===== src/rtl/keypad_pkg.sv =====
// Shared types and defaults for the 4x4 matrix keypad scanner.
// Holds the FSM state enum, the parameter defaults and the key-code width.
package keypad_pkg;

    localparam int SCAN_DIV_DEFAULT       = 10000;
    localparam int DEBOUNCE_SCANS_DEFAULT = 100;
    localparam int KEY_W                  = 4;

    typedef enum logic [1:0] {
        SCAN     = 2'd0,
        DEBOUNCE = 2'd1,
        HELD     = 2'd2
    } state_t;

    // Index of the lowest-numbered column pulled low (columns are active-low).
    function automatic logic [1:0] lowest_low(input logic [3:0] cols);
        logic [1:0] idx;
        idx = 2'd0;
        if (!cols[0])      idx = 2'd0;
        else if (!cols[1]) idx = 2'd1;
        else if (!cols[2]) idx = 2'd2;
        else if (!cols[3]) idx = 2'd3;
        return idx;
    endfunction

endpackage


===== src/rtl/sync2.sv =====
// Two-flop synchronizer for asynchronous inputs; both flops reset to RST_VAL.
module sync2 #(
    parameter int                 WIDTH   = 1,
    parameter logic [WIDTH-1:0]   RST_VAL = '0
) (
    input  logic             clk,
    input  logic             n_rst,
    input  logic [WIDTH-1:0] d,
    output logic [WIDTH-1:0] q
);

    logic [WIDTH-1:0] meta;

    always_ff @(posedge clk or negedge n_rst) begin
        if (!n_rst) begin
            meta <= RST_VAL;
            q    <= RST_VAL;
        end else begin
            meta <= d;
            q    <= meta;
        end
    end

endmodule


===== src/rtl/keypad_scan.sv =====
// 4x4 matrix keypad scanner: row strobing, debounced press/release detection,
// and a two-nibble entry register fed by accepted key codes.
module keypad_scan
    import keypad_pkg::*;
#(
    parameter int SCAN_DIV       = SCAN_DIV_DEFAULT,
    parameter int DEBOUNCE_SCANS = DEBOUNCE_SCANS_DEFAULT
) (
    input  logic             clk,
    input  logic             n_rst,
    input  logic [3:0]       col_in,
    input  logic             clr,
    output logic [3:0]       row_out,
    output logic [KEY_W-1:0] key_code,
    output logic             key_valid,
    output logic             key_held,
    output logic [7:0]       value,
    output state_t           fsm_state
);

    localparam int SLOT_W = $clog2(SCAN_DIV);
    localparam int CNT_W  = $clog2(DEBOUNCE_SCANS + 1);
    localparam logic [SLOT_W-1:0] SLOT_LAST = SLOT_W'(SCAN_DIV - 1);
    localparam logic [CNT_W-1:0]  CNT_LAST  = CNT_W'(DEBOUNCE_SCANS - 1);

    logic [3:0]       cols_s;
    logic [SLOT_W-1:0] slot_cnt;
    logic             sample;

    state_t           state, state_nxt;
    logic [1:0]       row_idx, row_idx_nxt;
    logic [1:0]       col_idx, col_idx_nxt;
    logic [CNT_W-1:0] cnt, cnt_nxt;
    logic             accept, advance;
    logic             any_low, col_now;
    logic [1:0]       det_col, code_col;

    logic [3:0]       row_out_nxt;
    logic [KEY_W-1:0] key_code_nxt;
    logic             key_valid_nxt, key_held_nxt;
    logic [7:0]       value_nxt;

    sync2 #(
        .WIDTH   (4),
        .RST_VAL (4'hF)
    ) u_col_sync (
        .clk   (clk),
        .n_rst (n_rst),
        .d     (col_in),
        .q     (cols_s)
    );

    // Slot counter: the last cycle of every SCAN_DIV period is the sample point.
    always_ff @(posedge clk or negedge n_rst) begin
        if (!n_rst) slot_cnt <= '0;
        else if (sample) slot_cnt <= '0;
        else slot_cnt <= slot_cnt + SLOT_W'(1);
    end

    assign sample  = (slot_cnt == SLOT_LAST);
    assign any_low = (cols_s != 4'hF);
    assign col_now = cols_s[col_idx];
    assign det_col = lowest_low(cols_s);
    assign code_col = (state == SCAN) ? det_col : col_idx;

    always_ff @(posedge clk or negedge n_rst) begin
        if (!n_rst) state <= SCAN;
        else state <= state_nxt;
    end

    // cnt holds matching press samples in DEBOUNCE and release samples in HELD.
    always_comb begin
        state_nxt = state;
        accept    = 1'b0;
        advance   = 1'b0;
        if (sample) begin
            unique case (state)
                SCAN: begin
                    if (any_low) begin
                        if (DEBOUNCE_SCANS == 1) begin
                            state_nxt = HELD;
                            accept    = 1'b1;
                        end else begin
                            state_nxt = DEBOUNCE;
                        end
                    end else begin
                        advance = 1'b1;
                    end
                end
                DEBOUNCE: begin
                    if (!col_now) begin
                        if (cnt == CNT_LAST) begin
                            state_nxt = HELD;
                            accept    = 1'b1;
                        end
                    end else begin
                        state_nxt = SCAN;
                        advance   = 1'b1;
                    end
                end
                HELD: begin
                    if (col_now && cnt == CNT_LAST) begin
                        state_nxt = SCAN;
                        advance   = 1'b1;
                    end
                end
                default: state_nxt = SCAN;
            endcase
        end
    end

    always_comb begin
        row_idx_nxt   = row_idx;
        col_idx_nxt   = col_idx;
        cnt_nxt       = cnt;
        key_code_nxt  = key_code;
        key_valid_nxt = 1'b0;
        key_held_nxt  = key_held;
        value_nxt     = value;
        if (sample) begin
            unique case (state)
                SCAN: begin
                    if (any_low) begin
                        col_idx_nxt = det_col;
                        cnt_nxt     = CNT_W'(1);
                    end
                end
                DEBOUNCE: cnt_nxt = col_now ? '0 : cnt + CNT_W'(1);
                HELD:     cnt_nxt = col_now ? cnt + CNT_W'(1) : '0;
                default:  cnt_nxt = '0;
            endcase
        end
        if (advance) begin
            row_idx_nxt  = row_idx + 2'd1;
            cnt_nxt      = '0;
            key_held_nxt = 1'b0;
        end
        if (accept) begin
            cnt_nxt       = '0;
            key_valid_nxt = 1'b1;
            key_held_nxt  = 1'b1;
            key_code_nxt  = {row_idx, code_col};
            value_nxt     = {value[3:0], row_idx, code_col};
        end
        if (clr) value_nxt = 8'h00;
        row_out_nxt = ~(4'b0001 << row_idx_nxt);
    end

    always_ff @(posedge clk or negedge n_rst) begin
        if (!n_rst) begin
            row_idx   <= 2'd0;
            col_idx   <= 2'd0;
            cnt       <= '0;
            row_out   <= 4'b1110;
            key_code  <= '0;
            key_valid <= 1'b0;
            key_held  <= 1'b0;
            value     <= 8'h00;
        end else begin
            row_idx   <= row_idx_nxt;
            col_idx   <= col_idx_nxt;
            cnt       <= cnt_nxt;
            row_out   <= row_out_nxt;
            key_code  <= key_code_nxt;
            key_valid <= key_valid_nxt;
            key_held  <= key_held_nxt;
            value     <= value_nxt;
        end
    end

    assign fsm_state = state;

endmodule


===== config.mk =====
export PLATFORM = sky130hd
export DESIGN_NAME = keypad_scan
export DESIGN_NICKNAME = d
export VERILOG_FILES = /design/src/rtl/keypad_pkg.sv /design/src/rtl/sync2.sv /design/src/rtl/keypad_scan.sv
export SDC_FILE = /design/constraint.sdc
export NUM_CORES = 1
export LEC_CHECK = 0
export CAP_MARGIN = 10
export CORE_MARGIN = 2
export CORE_UTILIZATION = 35
export CTS_CLUSTER_DIAMETER = 50
export DETAILED_ROUTE_END_ITERATION = 16
export PLACE_DENSITY = 0.64
export SETUP_SLACK_MARGIN = 0.3
export SYNTH_ARGS = -nofsm -noshare
export SYNTH_HDL_FRONTEND = slang
export SYNTH_HIERARCHICAL = 1
export SYNTH_SLANG_ARGS = --single-unit

===== constraint.sdc =====
create_clock -name clk -period 1.8 [get_ports clk]
set_clock_uncertainty 0.05 [all_clocks]
set_input_delay 0.36 -clock clk [delete_from_list [all_inputs] [get_ports clk]]
set_output_delay 0.36 -clock clk [all_outputs]
set_load 0.02 [all_outputs]

==> reports/results.txt, run 1 <==
violated checks = negative setup slack
critical path type = flop to flop
EDFF count, synth = 0
Boundary Pins = 27
Sw Share = 23.6%
maxcap violations = 0
Crit. End Element = flop
setup ws final = -154 ps
CP max stage delay = 590 ps
clock root buffer = clkbuf_8
CTS tree = yes
Synth warnings = 6
Logic pwr share = 4.5%
initial antenna violation count = 0
vias = 1905
Synth Cell Area = 2350 µm²
Die X = 86.0 µm
crit start category = flop
CP bufs+invs = 1
gr usage total = 14.8%
Starting Density = 36.6%
Worst Max-Slew Pin Slew = 426 ps
Max-slew headroom = 71.5%
unrepaired setup endpoints after global routing = true
Buffers on Ports = 26
Initial DRC Count = 55
Layout Utilization = 55.1%
ant diodes = 0
sequential area share after synthesis = 57.0%
clk buf depth = 2
later-pin clock latency in the skew report = 310 ps
largest family of logic cells by synthesized area = simple AND/OR/NAND/NOR gates
worst-path cell chain = mux4_2 > buf_6 > mux2i_4 > or4_4 > nand3_2
Worst IR Drop VDD = 0.000442 V
placement row count = 29
die height = 86.0 µm
first-pass GRT wire length = 8780 µm
Main synth FF type = dfrtp_1
first-pass detailed-route iteration total = 4
layout cells sized above 1 = 46.6%
Reg power frac = 60.5%
Yosys reg bits = 53
Max Clk Rate = 512 MHz
leading cell type by number of instances after synthesis = dfrtp_1
fin crit share = 109%
GP Congestion = 0.822
Slowest-stage cell, CP = mux4_2
CTS H-tree lvls = 2
Synth area leader = dfrtp_1
distinct cell type count after synthesis = 45
top post-synthesis cells by count = dfrtp_1, nand2_1, nor2_1, a21oi_1
simple-gate share of the synthesized area = 22.2%
pwr dens = 565 nW/µm²
Area growth, synth to finish = 50.6%
asr flop ratio synth = 100%
net switching power = 472 µW
cell family with most CP delay = multiplexers
gr ovfl total = 0
Syn Area/Cell = 10.5 µm²
Routed WL = 5510 µm
Placeable Area = 6420 µm²
Clock Pin Slew Worst Setup and Hold Paths = 100 ps
Final Max Slew Viols = 0
Synth Area in Adders = 1.06%
clock buffer count from CTS = 5
vias per cell = 4.91
final hold violations = 0
Detail Placement HPWL = 3250 µm
CP required = 2010 ps
Final ANT Viol Nets = 0
die area = 7390 µm²
post-synthesis mux area share = 1.81%
Final setup viols = 27
status = finished with violations
cells after synthesis = 223
drt drc = 0
CTS sink count = 53
Hold Slack = 310 ps
WL/cell = 14.2 µm
worst path arrival time = 2160 ps
leakage = 1.62 nW
largest net degree at the start of global routing = 54
Clock Power Share = 34.9%
synth top area cells = dfrtp_1, dfstp_2, nand2_1
top cell type's share of synthesized area = 44.7%
Worst Hold Class = flop to flop
vias in the first global route = 1842
Synth Net Count = 232
Post-Synth XOR/XNOR Area = 5.16%
min cycle time layout = 1950 ps
crit-path max FO = 5
nets@finish = 319
P_int = 1.53 mW
Synth Area in Compound Gates = 9.69%
## final timing paths
| kind | slack [ps] | cells past startpoint | to | startpoint |
|---|---|---|---|---|
| min in group asynchronous | 500 | 3 | value[7] | n_rst |
| max in group asynchronous | 900 | 3 | u_col_sync/meta[2] | n_rst |
| worst max-delay path | -150 | 5 | cnt[6] | col_idx[0] |
| worst min-delay path | 310 | 0 | u_col_sync/q[0] | u_col_sync/meta[0] |
| worst min register to register | 310 | 0 | u_col_sync/q[0] | u_col_sync/meta[0] |
| worst max register to register | -150 | 5 | cnt[6] | col_idx[0] |
## power groups by stage
stage / Clock [mW] / Sequential (mW) / Combinational [mW]
3_5_place_dp: 0 / 1.23 / 0.0743
6_report: 0.698 / 1.21 / 0.0905
3_3_place_gp: 0 / 1.23 / 0.0732
5_1_grt: 0.769 / 1.21 / 0.101
4_1_cts: 0.716 / 1.21 / 0.0868
2_1_floorplan: 0 / 1.23 / 0.0187
## routing by layer
layer / vias up / track usage [%] / routed length, µm
met2: 29 / 23.8 / 2850
met4: 0 / 5.48 / 95
li1: 938 / - / -
met3: 10 / 2.89 / 151
met5: - / 0 / 0
met1: 928 / 19.8 / 2420
## cell type report
cell class | instances | area [µm²]
clock buffers | 5 | 68.8
flip-flops and latches | 53 | 1340
multi-input cells | 155 | 1210
clock inverters | 3 | 22.5
inverters | 5 | 18.8
well taps | 77 | 96.3
fillers | 559 | 2880
repair buffers | 90 | 783
## layout by cell type (no fill, tap or decap), types with 3 or more instances in the layout
cell	Yosys	layout
nor2_4	0	7
clkbuf_8	0	5
xnor2_1	5	5
dfrtp_1	42	40
nor3_4	0	3
nand2_1	36	27
nor2b_1	3	3
nand2_2	0	6
buf_4	0	45
a21oi_1	15	10
buf_6	2	17
o21ai_1	0	6
o21ai_0	10	3
clkdlybuf4s50_1	0	5
nor3b_1	3	3
nor2_1	18	8
nand2_4	0	3
dlygate4sd2_1	0	11
nor2_2	0	3
nand3_1	11	8
xor2_1	7	6
clkdlybuf4s15_1	0	3
a21oi_2	0	5
buf_2	1	4
nand4_1	3	3
dfstp_2	11	11
and4_1	3	3
inv_1	5	5
## sequential cells by signal, indices dropped and copies added, names as in the netlist
| register | count |
|---|---|
| cnt | 7 |
| value | 8 |
| row_out | 4 |
| u_col_sync/meta | 4 |
| u_col_sync/q | 4 |
| row_idx | 2 |
| key_valid | 1 |
| fsm_state | 2 |
| key_code | 4 |
| slot_cnt | 14 |
| key_held | 1 |
| col_idx | 2 |
## cells by family after synthesis
| family | after synthesis |
|---|---|
| multiplexers | 3 |
| adder cells (fa/ha/maj) | 2 |
| AND/OR/NAND/NOR | 101 |
| flip-flops | 53 |
| AO/OA/AOI/OAI | 36 |
| XOR/XNOR | 13 |
| buffers and inverters | 15 |
## repair_timing
item,in CTS,in global routing
gates cloned,1,0
resized for setup,58,56
pin swaps,12,19
hold endpoints to repair,42,0
endpoints found under the setup margin,60,44
hold buffers,1,0
buffers inserted,10,9
## through the flow
stage	std cells	setup TNS, ps	power (mW)	setup WS (ps)	cell area (µm²)
final	388	-2370	2.00	-154	3540
after global routing	388	-5620	2.08	-257	3540
after CTS	379	-2780	2.01	-145	3270
after detailed placement	359	-1920	1.31	-175	3030
after global placement	359	-1320	1.31	-147	3030
after floorplan	223	-256	1.25	-42.9	2420
(Power assumes the default switching activity.)
==> run 2: changes to the inputs <==
--- a/config.mk
+++ b/config.mk
@@ -10,7 +10,8 @@
 export CORE_UTILIZATION = 35
 export CTS_CLUSTER_DIAMETER = 50
 export DETAILED_ROUTE_END_ITERATION = 16
-export PLACE_DENSITY = 0.64
+export DONT_BUFFER_PORTS = 1
+export PLACE_DENSITY = 0.59
 export SETUP_SLACK_MARGIN = 0.3
 export SYNTH_ARGS = -nofsm -noshare
 export SYNTH_HDL_FRONTEND = slang
==> run 2 against run 1 <==
The run ends with negative hold slack, negative setup slack left; clock power grew 18%; final cell count decreased by 8.0%; critical path type unchanged; largest power group unchanged; first-iteration DRC count grew 110%.
==> reports/results.txt, run 2 (synthesized netlist as in run 1, its figures left out) <==
ant diodes = 0
Largest regs = slot_cnt x14, value x8, cnt x7
crit start category = flop
Post-Place Worst Slack = -130 ps
fin crit share = 107%
Starting Density = 36.6%
final hold violations = 53
Final setup viols = 26
Max-slew headroom = 77.5%
clock root buffer = clkbuf_8
Final Max Slew Viols = 0
Buffers on Ports = 0
drt drc = 0
first-pass GRT wire length = 7860 µm
vias per cell = 4.93
most flop-heavy register = slot_cnt
die area = 7390 µm²
Final ANT Viol Nets = 0
CTS sink count = 53
largest net degree at the start of global routing = 54
later-pin clock latency in the skew report = 310 ps
violated checks = negative hold slack, negative setup slack
leakage = 1.47 nW
gr ovfl total = 0
Die X = 86.0 µm
min cycle time layout = 1930 ps
critical path type = flop to flop
Hold Buf Count CTS = 4
layout cells sized above 1 = 48.6%
highest routed layer = met4
nets@finish = 288
initial antenna violation count = 0
met3 routed WL = 145 µm
Routed WL = 4900 µm
placement row count = 29
CP required = 1950 ps
CTS H-tree lvls = 2
worst-path cell chain = mux4_2 > mux2i_4 > nor2_4 > buf_4 > a22o_1
setup ws final = -132 ps
status = finished with violations
gr usage total = 13.6%
setup TNS = -2060 ps
Detail Placement HPWL = 3190 µm
Placeable Area = 6420 µm²
clk buf depth = 2
crit-path max FO = 6
Post-DP Area = 2760 µm²
Max Clk Rate = 518 MHz
Layout Utilization = 52.1%
Area growth, synth to finish = 42.2%
CP max stage delay = 650 ps
unrepaired setup endpoints after global routing = true
vias = 1759
first-pass detailed-route iteration total = 4
vias in the first global route = 1657
routed length on met2 = 2370 µm
Worst Max-Slew Pin Slew = 337 ps
worst path arrival time = 2080 ps
pwr dens = 624 nW/µm²
Crit. End Element = flop
clock buffer count from CTS = 5
Boundary Pins = 27
wire length on met1 = 2320 µm
Clock Pin Slew Worst Setup and Hold Paths = 90 ps
FF-to-FF setup slack = -130 ps
maxcap violations = 0
GP Congestion = 0.827
Slowest-stage cell, CP = mux4_2
Worst Hold Class = primary input to asynchronous set/reset pin
most frequent cells in the layout = buf_4, dfrtp_1, nand2_1
max FFs per register = 14
WL/cell = 13.7 µm
CTS tree = yes
Hold Slack = -311 ps
Worst IR Drop VDD = 0.000314 V
Initial DRC Count = 116
Design Area, Final = 3340 µm²
die height = 86.0 µm
run 2: what timing repair did:
action,CTS,global route
hold endpoints to repair,57,53
gates resized for setup,15,66
buffers inserted,9,4
endpoints found under the setup margin,40,42
pin swaps,9,27
gates cloned,0,1
run 2: worst max-delay path: cells and delay by family (launching register included):
kind                   cells  cell delay, ps
buffers and inverters      1             150
muxes                      2             980
and+or+nand+nor            1             100
AOI/OAI and AO/OA          1             170
DFF                        1             380
run 2: through the flow:
stage	power (mW)	instances
after floorplan	1.25	223
after global placement	1.26	331
after detailed placement	1.26	331
after CTS	2.11	352
after global routing	2.16	357
final	2.09	357
run 2: report_power, final:
group          switching [mW]  internal, mW
clock                   0.373         0.454
sequential            0.00356          1.21
combinational          0.0193        0.0303
total                   0.396          1.69
run 2: path summary, 6_finish.rpt:
| path | from | endpoint | cells past startpoint |
|---|---|---|---|
| max in group asynchronous | n_rst | row_out[1] | 0 |
| max reg2reg | col_idx[0] | cnt[5] | 5 |
| min in group clk | clr | value[3] | 1 |
| min reg2reg | u_col_sync/meta[0] | u_col_sync/q[0] | 0 |
| min | n_rst | slot_cnt[8] | 0 |
| max | col_idx[0] | cnt[5] | 5 |
run 2: area by class of cell:
class	count	area [µm²]
Inverter	5	18.8
Clock buffer	7	86.3
Timing Repair Buffer	59	514
Tap cell	77	96.3
Fill cell	538	3080
Sequential cell	53	1340
Multi-Input combinational cell	155	1260
Clock inverter	1	30.0
run 2: metal layers:
| metal | global-route usage [%] | vias to the layer above |
|---|---|---|
| met1 | 17.9 | 852 |
| met2 | 21.6 | 19 |
| met5 | 0 | - |
| li1 | - | 883 |
| met3 | 3.27 | 5 |
| met4 | 5.19 | 0 |
